**config.mk**
```make
export PLATFORM = sky130hd
export DESIGN_NAME = counting_bloom_filter
export DESIGN_NICKNAME = d
export VERILOG_FILES = /design/src/rtl/cbf_pkg.sv /design/src/rtl/cbf_counter_array.sv /design/src/rtl/counting_bloom_filter.sv
export SDC_FILE = /design/constraint.sdc
export NUM_CORES = 2
export LEC_CHECK = 0
export CAP_MARGIN = 30
export CORE_MARGIN = 8
export CORE_UTILIZATION = 34
export DETAILED_ROUTE_END_ITERATION = 16
export PLACE_DENSITY = 0.56
export SYNTH_ARGS = -nofsm -noshare
export SYNTH_HDL_FRONTEND = slang
export SYNTH_SLANG_ARGS = --single-unit
```
**constraint.sdc**
```tcl
create_clock -name clk -period 9.3 [get_ports clk]
set_input_delay 2.79 -clock clk [delete_from_list [all_inputs] [get_ports clk]]
set_output_delay 2.79 -clock clk [all_outputs]
set_load 0.05 [all_outputs]
```
**src/rtl/cbf_pkg.sv**
```systemverilog
// Shared types and hash helper for the counting Bloom filter.
// The optional statistics block is enabled with the CBF_STATS_EN macro.
package cbf_pkg;

  typedef enum logic [1:0] {
    OP_QUERY  = 2'b00,
    OP_INSERT = 2'b01,
    OP_DELETE = 2'b10,
    OP_CLEAR  = 2'b11
  } cbf_op_e;

  typedef enum logic [2:0] {
    ST_IDLE   = 3'd0,
    ST_CHECK  = 3'd1,
    ST_UPDATE = 3'd2,
    ST_CLEAR  = 3'd3,
    ST_RESP   = 3'd4
  } cbf_state_e;

  // Per-hash salts; hash i xors the key with SALT[i] before rotating.
  localparam logic [31:0] SALT [0:7] = '{
    32'h9E37_79B9, 32'h7F4A_7C15, 32'hC2B2_AE35, 32'h27D4_EB2F,
    32'h1656_67B1, 32'hD3A2_646C, 32'hFD70_46C5, 32'hB55A_4F09
  };

  // 32-bit rotate left; only the low five bits of the amount matter.
  function automatic logic [31:0] cbf_rotl(input logic [31:0] x, input int unsigned s);
    logic [4:0] r;
    r = s[4:0];
    // (5'd0 - r) is 32 - r modulo 32, valid because r == 0 is handled apart.
    if (r == 5'd0) return x;
    return (x << r) | (x >> (5'd0 - r));
  endfunction

  // Salted hash i: fold the top hash_w bits onto the bottom hash_w bits.
  function automatic logic [31:0] cbf_hash(input logic [31:0] data, input int unsigned idx,
                                           input int unsigned hash_w);
    logic [31:0] m;
    logic [31:0] mask;
    m    = cbf_rotl(data ^ SALT[idx[2:0]], 5 * idx);
    mask = (32'd1 << hash_w) - 32'd1;
    return (m & mask) ^ ((m >> (32 - hash_w)) & mask);
  endfunction

endpackage

```
**src/rtl/cbf_counter_array.sv**
```systemverilog
// FILTER_SIZE x CNT_W counter storage with one combinational read port
// and one synchronous write port sharing a single address.
module cbf_counter_array #(
  parameter int HASH_W = 8,
  parameter int CNT_W  = 4
) (
  input  logic              clk,
  input  logic              rstn,
  input  logic [HASH_W-1:0] addr,
  output logic [CNT_W-1:0]  rd_data,
  input  logic              wr_en,
  input  logic [CNT_W-1:0]  wr_data
);

  localparam int FILTER_SIZE = 1 << HASH_W;

  logic [CNT_W-1:0] cnt [FILTER_SIZE];

  assign rd_data = cnt[addr];

  // Counter storage: cleared by reset, one slot written per cycle
  always_ff @(posedge clk or negedge rstn) begin
    if (!rstn) begin
      for (int i = 0; i < FILTER_SIZE; i++) cnt[i] <= '0;
    end else if (wr_en) begin
      cnt[addr] <= wr_data;
    end
  end

endmodule

```
**src/rtl/counting_bloom_filter.sv**
```systemverilog
// Counting Bloom filter: NUM_HASH salted hashes visited one per cycle over a
// saturating counter array, behind a request/response handshake.
// Handshake: a request transfers on a cycle where req_valid && req_ready, a
// response transfers on a cycle where resp_valid && resp_ready; while valid is
// high and ready is low the offering side holds its payload stable.
// Define CBF_STATS_EN to add the stat_* counters.
module counting_bloom_filter
  import cbf_pkg::*;
#(
  parameter int NUM_HASH = 3,
  parameter int HASH_W   = 8,
  parameter int CNT_W    = 4,
  parameter int ELEM_W   = 16
) (
  input  logic              clk,
  input  logic              rstn,
  input  logic              req_valid,
  output logic              req_ready,
  input  logic [1:0]        req_op,
  input  logic [31:0]       req_data,
  output logic              resp_valid,
  input  logic              resp_ready,
  output logic              resp_hit,
  output logic              resp_err,
  output logic [ELEM_W-1:0] elem_count,
  output logic              busy
`ifdef CBF_STATS_EN
  ,
  output logic [31:0]       stat_query_cnt,
  output logic [31:0]       stat_hit_cnt,
  output logic [31:0]       stat_sat_cnt
`endif
);

  localparam int                K_W     = (NUM_HASH > 1) ? $clog2(NUM_HASH) : 1;
  localparam logic [K_W-1:0]    K_LAST  = K_W'(NUM_HASH - 1);
  localparam logic [CNT_W-1:0]  CNT_MAX = '1;

  cbf_state_e        state, state_nxt;
  cbf_op_e           op_q;
  logic [31:0]       key_q;
  logic [K_W-1:0]    k;
  logic [HASH_W-1:0] clr_addr;
  logic              all_nz, any_sat;

  logic [HASH_W-1:0] hash_k, cnt_addr;
  logic [CNT_W-1:0]  rd_data, wr_data;
  logic              wr_en;
  logic              accept, k_last, clr_last;
  logic              rd_sat, all_nz_now, any_sat_now;

  assign hash_k      = HASH_W'(cbf_hash(key_q, 32'(k), 32'(HASH_W)));
  assign cnt_addr    = (state == ST_CLEAR) ? clr_addr : hash_k;
  assign accept      = req_valid && req_ready;
  assign k_last      = (k == K_LAST);
  assign clr_last    = (clr_addr == '1);
  assign rd_sat      = (rd_data == CNT_MAX);
  assign all_nz_now  = all_nz && (rd_data != '0);
  assign any_sat_now = any_sat || rd_sat;

  cbf_counter_array #(.HASH_W(HASH_W), .CNT_W(CNT_W)) u_array (
    .clk     (clk),
    .rstn    (rstn),
    .addr    (cnt_addr),
    .rd_data (rd_data),
    .wr_en   (wr_en),
    .wr_data (wr_data)
  );

  // FSM state register
  always_ff @(posedge clk or negedge rstn) begin
    if (!rstn) state <= ST_IDLE;
    else       state <= state_nxt;
  end

  // FSM next-state logic
  always_comb begin
    state_nxt = state;
    unique case (state)
      ST_IDLE:   if (accept) state_nxt = (cbf_op_e'(req_op) == OP_CLEAR) ? ST_CLEAR : ST_CHECK;
      ST_CHECK:  if (k_last) begin
                   if (op_q == OP_INSERT || (op_q == OP_DELETE && all_nz_now)) state_nxt = ST_UPDATE;
                   else state_nxt = ST_RESP;
                 end
      ST_UPDATE: if (k_last) state_nxt = ST_RESP;
      ST_CLEAR:  if (clr_last) state_nxt = ST_RESP;
      ST_RESP:   if (resp_ready) state_nxt = ST_IDLE;
      default:   state_nxt = ST_IDLE;
    endcase
  end

  // FSM outputs and counter write port
  always_comb begin
    req_ready  = (state == ST_IDLE);
    resp_valid = (state == ST_RESP);
    busy       = (state != ST_IDLE);
    wr_en      = 1'b0;
    wr_data    = '0;
    if (state == ST_UPDATE) begin
      wr_en = 1'b1;
      // Saturated counters are sticky; a delete never takes a slot below zero
      // even when two hashes of the key land on the same slot.
      if (rd_sat)                wr_data = CNT_MAX;
      else if (op_q == OP_INSERT) wr_data = rd_data + CNT_W'(1);
      else if (rd_data != '0)    wr_data = rd_data - CNT_W'(1);
      else                       wr_data = '0;
    end else if (state == ST_CLEAR) begin
      wr_en = 1'b1;
    end
  end

  // Request latch, hash/slot indices, check accumulators, response flags, element count
  always_ff @(posedge clk or negedge rstn) begin
    if (!rstn) begin
      op_q       <= OP_QUERY;
      key_q      <= '0;
      k          <= '0;
      clr_addr   <= '0;
      all_nz     <= 1'b1;
      any_sat    <= 1'b0;
      resp_hit   <= 1'b0;
      resp_err   <= 1'b0;
      elem_count <= '0;
    end else begin
      unique case (state)
        ST_IDLE: if (accept) begin
          op_q     <= cbf_op_e'(req_op);
          key_q    <= req_data;
          k        <= '0;
          clr_addr <= '0;
          all_nz   <= 1'b1;
          any_sat  <= 1'b0;
        end
        ST_CHECK: begin
          all_nz  <= all_nz_now;
          any_sat <= any_sat_now;
          if (k_last) begin
            k        <= '0;
            resp_hit <= all_nz_now;
            resp_err <= (op_q == OP_INSERT) ? any_sat_now :
                        (op_q == OP_DELETE) ? !all_nz_now : 1'b0;
          end else begin
            k <= k + K_W'(1);
          end
        end
        ST_UPDATE: begin
          if (k_last) begin
            k <= '0;
            if (op_q == OP_INSERT) begin
              if (elem_count != '1) elem_count <= elem_count + ELEM_W'(1);
            end else if (elem_count != '0) begin
              elem_count <= elem_count - ELEM_W'(1);
            end
          end else begin
            k <= k + K_W'(1);
          end
        end
        ST_CLEAR: begin
          clr_addr <= clr_addr + HASH_W'(1);
          if (clr_last) begin
            elem_count <= '0;
            resp_hit   <= 1'b0;
            resp_err   <= 1'b0;
          end
        end
        default: ;
      endcase
    end
  end

`ifdef CBF_STATS_EN
  // Wrapping statistics; a clear op wipes them along with the array
  always_ff @(posedge clk or negedge rstn) begin
    if (!rstn) begin
      stat_query_cnt <= '0;
      stat_hit_cnt   <= '0;
      stat_sat_cnt   <= '0;
    end else if (state == ST_CLEAR && clr_last) begin
      stat_query_cnt <= '0;
      stat_hit_cnt   <= '0;
      stat_sat_cnt   <= '0;
    end else begin
      if (state == ST_CHECK && k_last && op_q == OP_QUERY) begin
        stat_query_cnt <= stat_query_cnt + 32'd1;
        if (all_nz_now) stat_hit_cnt <= stat_hit_cnt + 32'd1;
      end
      if (state == ST_UPDATE && op_q == OP_INSERT && rd_sat)
        stat_sat_cnt <= stat_sat_cnt + 32'd1;
    end
  end
`endif

endmodule

```
==> flow_metrics.tcl <==
set metrics [dict create \
    ys_types 95 \
    multi_input_area_sq_um 21400 \
    start_util 0.342 \
    gp_congestion 0.899 \
    async_flop_share 1.00 \
    layoutNonFillerInstCount 7392 \
    clock_latency_ns 0.76 \
    hp-class "flop to flop" \
    critPathTopFamily "compound AO/OA/AOI/OAI gates" \
    critPathRequiredTime_ns 9.88 \
    hpwl_um 119000 \
    holdWs_ns 0.469 \
    grt_setup_unrepaired "no" \
    final_cell_mix "nand2_1, dfrtp_1, o21ai_0" \
    syn_area_per_cell_sq_um 9.41 \
    ant_nets 0 \
    grt_pass1_vias 40800 \
    fmax_mhz 119 \
    dr.first_iter.drc_count 5141 \
    skew_ns 0.0610 \
    routedWlPerCell_um 25.4 \
    crit_path_top_delay_cell "o31a_2" \
    cp_num_cells 19 \
    ff2ff_setup_slack_ns 0.90 \
    synth-seq-cells 1090 \
    reg2reg_to "u_array.cnt[736]" \
    vias 42800 \
    grt_max_degree 179 \
    syn2layout_area_growth_pct 15.1 \
    synth_top_area_frac 0.541 \
    ctsRootBufferMaster "clkbuf_16" \
    placedCellCount 7169 \
    die_w_um 401 \
    ctsHtreeMaxLevel 3 \
    ctsHoldBuffers 0 \
    synth_area_sq_um 50300 \
    drv_cap 0 \
    reg2reg_depth 19 \
    core_sq_um 147000 \
    crit_path_end "u_array.cnt[736]" \
    grt-busiest-layer "met2" \
    synth_fa_ha_area_frac 0.00661 \
    cts-resized-gates 0 \
    crit_path_cell_trace "inv_2 > ha_1 > clkinv_1 > o311ai_0 > a211oi_1 > a211oi_2 > mux2i_1 > o31a_2 > a21oi_2 > buf_4 > a32oi_1 > nand3_1 > o41a_1 > o41ai_1 > and4b_1 > nand3_1 > o221ai_4 > buf_12 > o21ai_0" \
    ios 59 \
    die_area_sq_um 161000 \
    antenna_found_initial 9 \
    cts_buffers 119 \
    synthMuxAreaShare 0.0152 \
    cts.sinks 1090 \
    tns_ns 0 \
    rows 141 \
    status "completed" \
    synth-edff-count 0 \
    grt_pass1_wl_um 280000 \
    grt_use_met2 0.333 \
    post-route-drc-count 0 \
    synth-compound-area-share 0.249 \
    setup_viol 0 \
    fillers 14500 \
    gr-usage-met3 0.0518 \
    finalInstanceArea_sq_um 57900 \
    overflow 0 \
    cp.arrival_ns 8.99 \
    period_minus_slack_ns 8.40 \
    clockBufferDepth 3 \
    placed_cell_area_sq_um 53800 \
    slew_violations 0 \
    crit_fanout 98 \
    finalHoldViolations 0 \
    synthesis.nets 5412 \
    cp-startpoint "k[0]" \
    maxSlewHeadroom 0.216 \
    routed_via_density 5.79 \
    drtPass1Iterations 7 \
    final_common_cell "nand2_1" \
    met1_usage 0.324 \
    port_buffers 57 \
    yosysTopAreaCell "dfrtp_1" \
    critPathMaxStageDelay_ns 0.75 \
    wirelength_um 188000 \
    critPathBufInv 4 \
    r2r_start "k[0]" \
    fin_nets 5424 \
    yosys.area_share.simple 0.141 \
    cts_tree "done" \
    yosysSeqAreaShare 0.542 \
    layout-drive-gt1-share 0.101 \
    die_y_um 401 \
    synth_flop_cell "dfrtp_1" \
    grtUsageTotal 0.225 \
    cpMostUsedCell "nand3_1" \
    cp-end-kind "flop" \
    yosys-top-cells-area "dfrtp_1, nand2_1, o21ai_0" \
    tightest_slew_ns 1.18 \
    seq_area_sq_um 27300 \
    syn_inst 5348 \
    period_share 0.904 \
    synth_top_family_by_area "compound AO/OA/AOI/OAI gates" \
    synthXorXnorAreaFrac 0.00713 \
    crit_type "flop to flop" \
    path_clk_slew_ns 0.06 \
    worst_setup_path_start_kind "flop" \
    post_cts.repair.setup_buffers 0 \
    synth_warnings 0 \
]
## metrics by stage
step / utilization / setup WS (ns)
3_5_place_dp: 0.365 / 1.14
5_1_grt: 0.393 / 0.596
4_1_cts: 0.393 / 1.10
2_1_floorplan: - / 2.80
3_3_place_gp: 0.364 / 1.19
6_report: 0.393 / 0.895
## routing by layer
layer / vias to the layer above / wire (um)
met5: - / 41
met4: 6 / 7350
met3: 397 / 17300
met2: 1939 / 80700
met1: 21100 / 82100
li1: 19300 / -
## worst min-delay path, cell delays in order (launching register included)
cell,delay (ns)
dfrtp_1,0.33
nand2_1,0.05
o31ai_1,0.05
## worst min path at each step
stage / startpoint / end / slack [ns] / depth (start not counted)
after detailed placement: u_array.cnt[3] / u_array.cnt[3] / 0.46 / 2
final: u_array.cnt[3] / u_array.cnt[3] / 0.47 / 2
after floorplan: u_array.cnt[131] / u_array.cnt[131] / 0.44 / 2
after global placement: u_array.cnt[163] / u_array.cnt[163] / 0.45 / 2
after global routing: u_array.cnt[3] / u_array.cnt[3] / 0.48 / 2
after CTS: u_array.cnt[3] / u_array.cnt[3] / 0.47 / 2
## kinds of logic (layout without fill, tap and decap cells)
| logic type | after synthesis | after routing |
|---|---|---|
| simple gates | 1780 | 1780 |
| buf+inv | 397 | 507 |
| xor+xnor | 41 | 41 |
| flops | 1090 | 1090 |
| other cells | 0 | 4 |
| mux | 66 | 66 |
| fa+ha+maj | 26 | 26 |
| compound gates | 1948 | 1948 |
## cell type report
class | count | area share
clock buffer | 175 | 0.0615
inverter | 31 | 0.00201
multi-input combinational | 3861 | 0.369
antenna | 4 | 0.000173
clock inverter | 44 | 0.0103
tap | 1930 | 0.0417
timing repair buffer | 257 | 0.0448
sequential | 1090 | 0.471
## flip-flops by register name (all words and copies together) (netlist names)
name and count:
all_nz 1, any_sat 1, clr_addr 8, elem_count 16, k 2, key_q 31, op_q 2, resp_err 1
resp_hit 1, state 3, u_array.cnt 1024
## cells in the mapped netlist, types with 10 or more instances
cell type and n:
nand2_1 1476, dfrtp_1 1089, o21ai_0 950, o31ai_1 223
clkbuf_1 215, a22oi_1 153, nor2_1 136, a21oi_1 120
o22ai_1 104, buf_2 68, a222oi_1 66, buf_6 44
mux2_2 40, o31ai_2 40, a22o_1 38, a41oi_1 38
nor3_1 33, nand3_1 30, inv_1 29, o41ai_1 26
ha_1 25, nand4_1 25, xnor2_1 24, mux2i_1 20
buf_1 18, xor2_1 17, nor4_1 13, o211ai_1 13
a31oi_1 12, clkbuf_2 12, o22a_1 12, and2_1 11
o31a_1 11, a32oi_1 10, o221ai_1 10
Power is not shown: default switching activity piles up to over one toggle a cycle in this logic, so the estimate is an artifact.
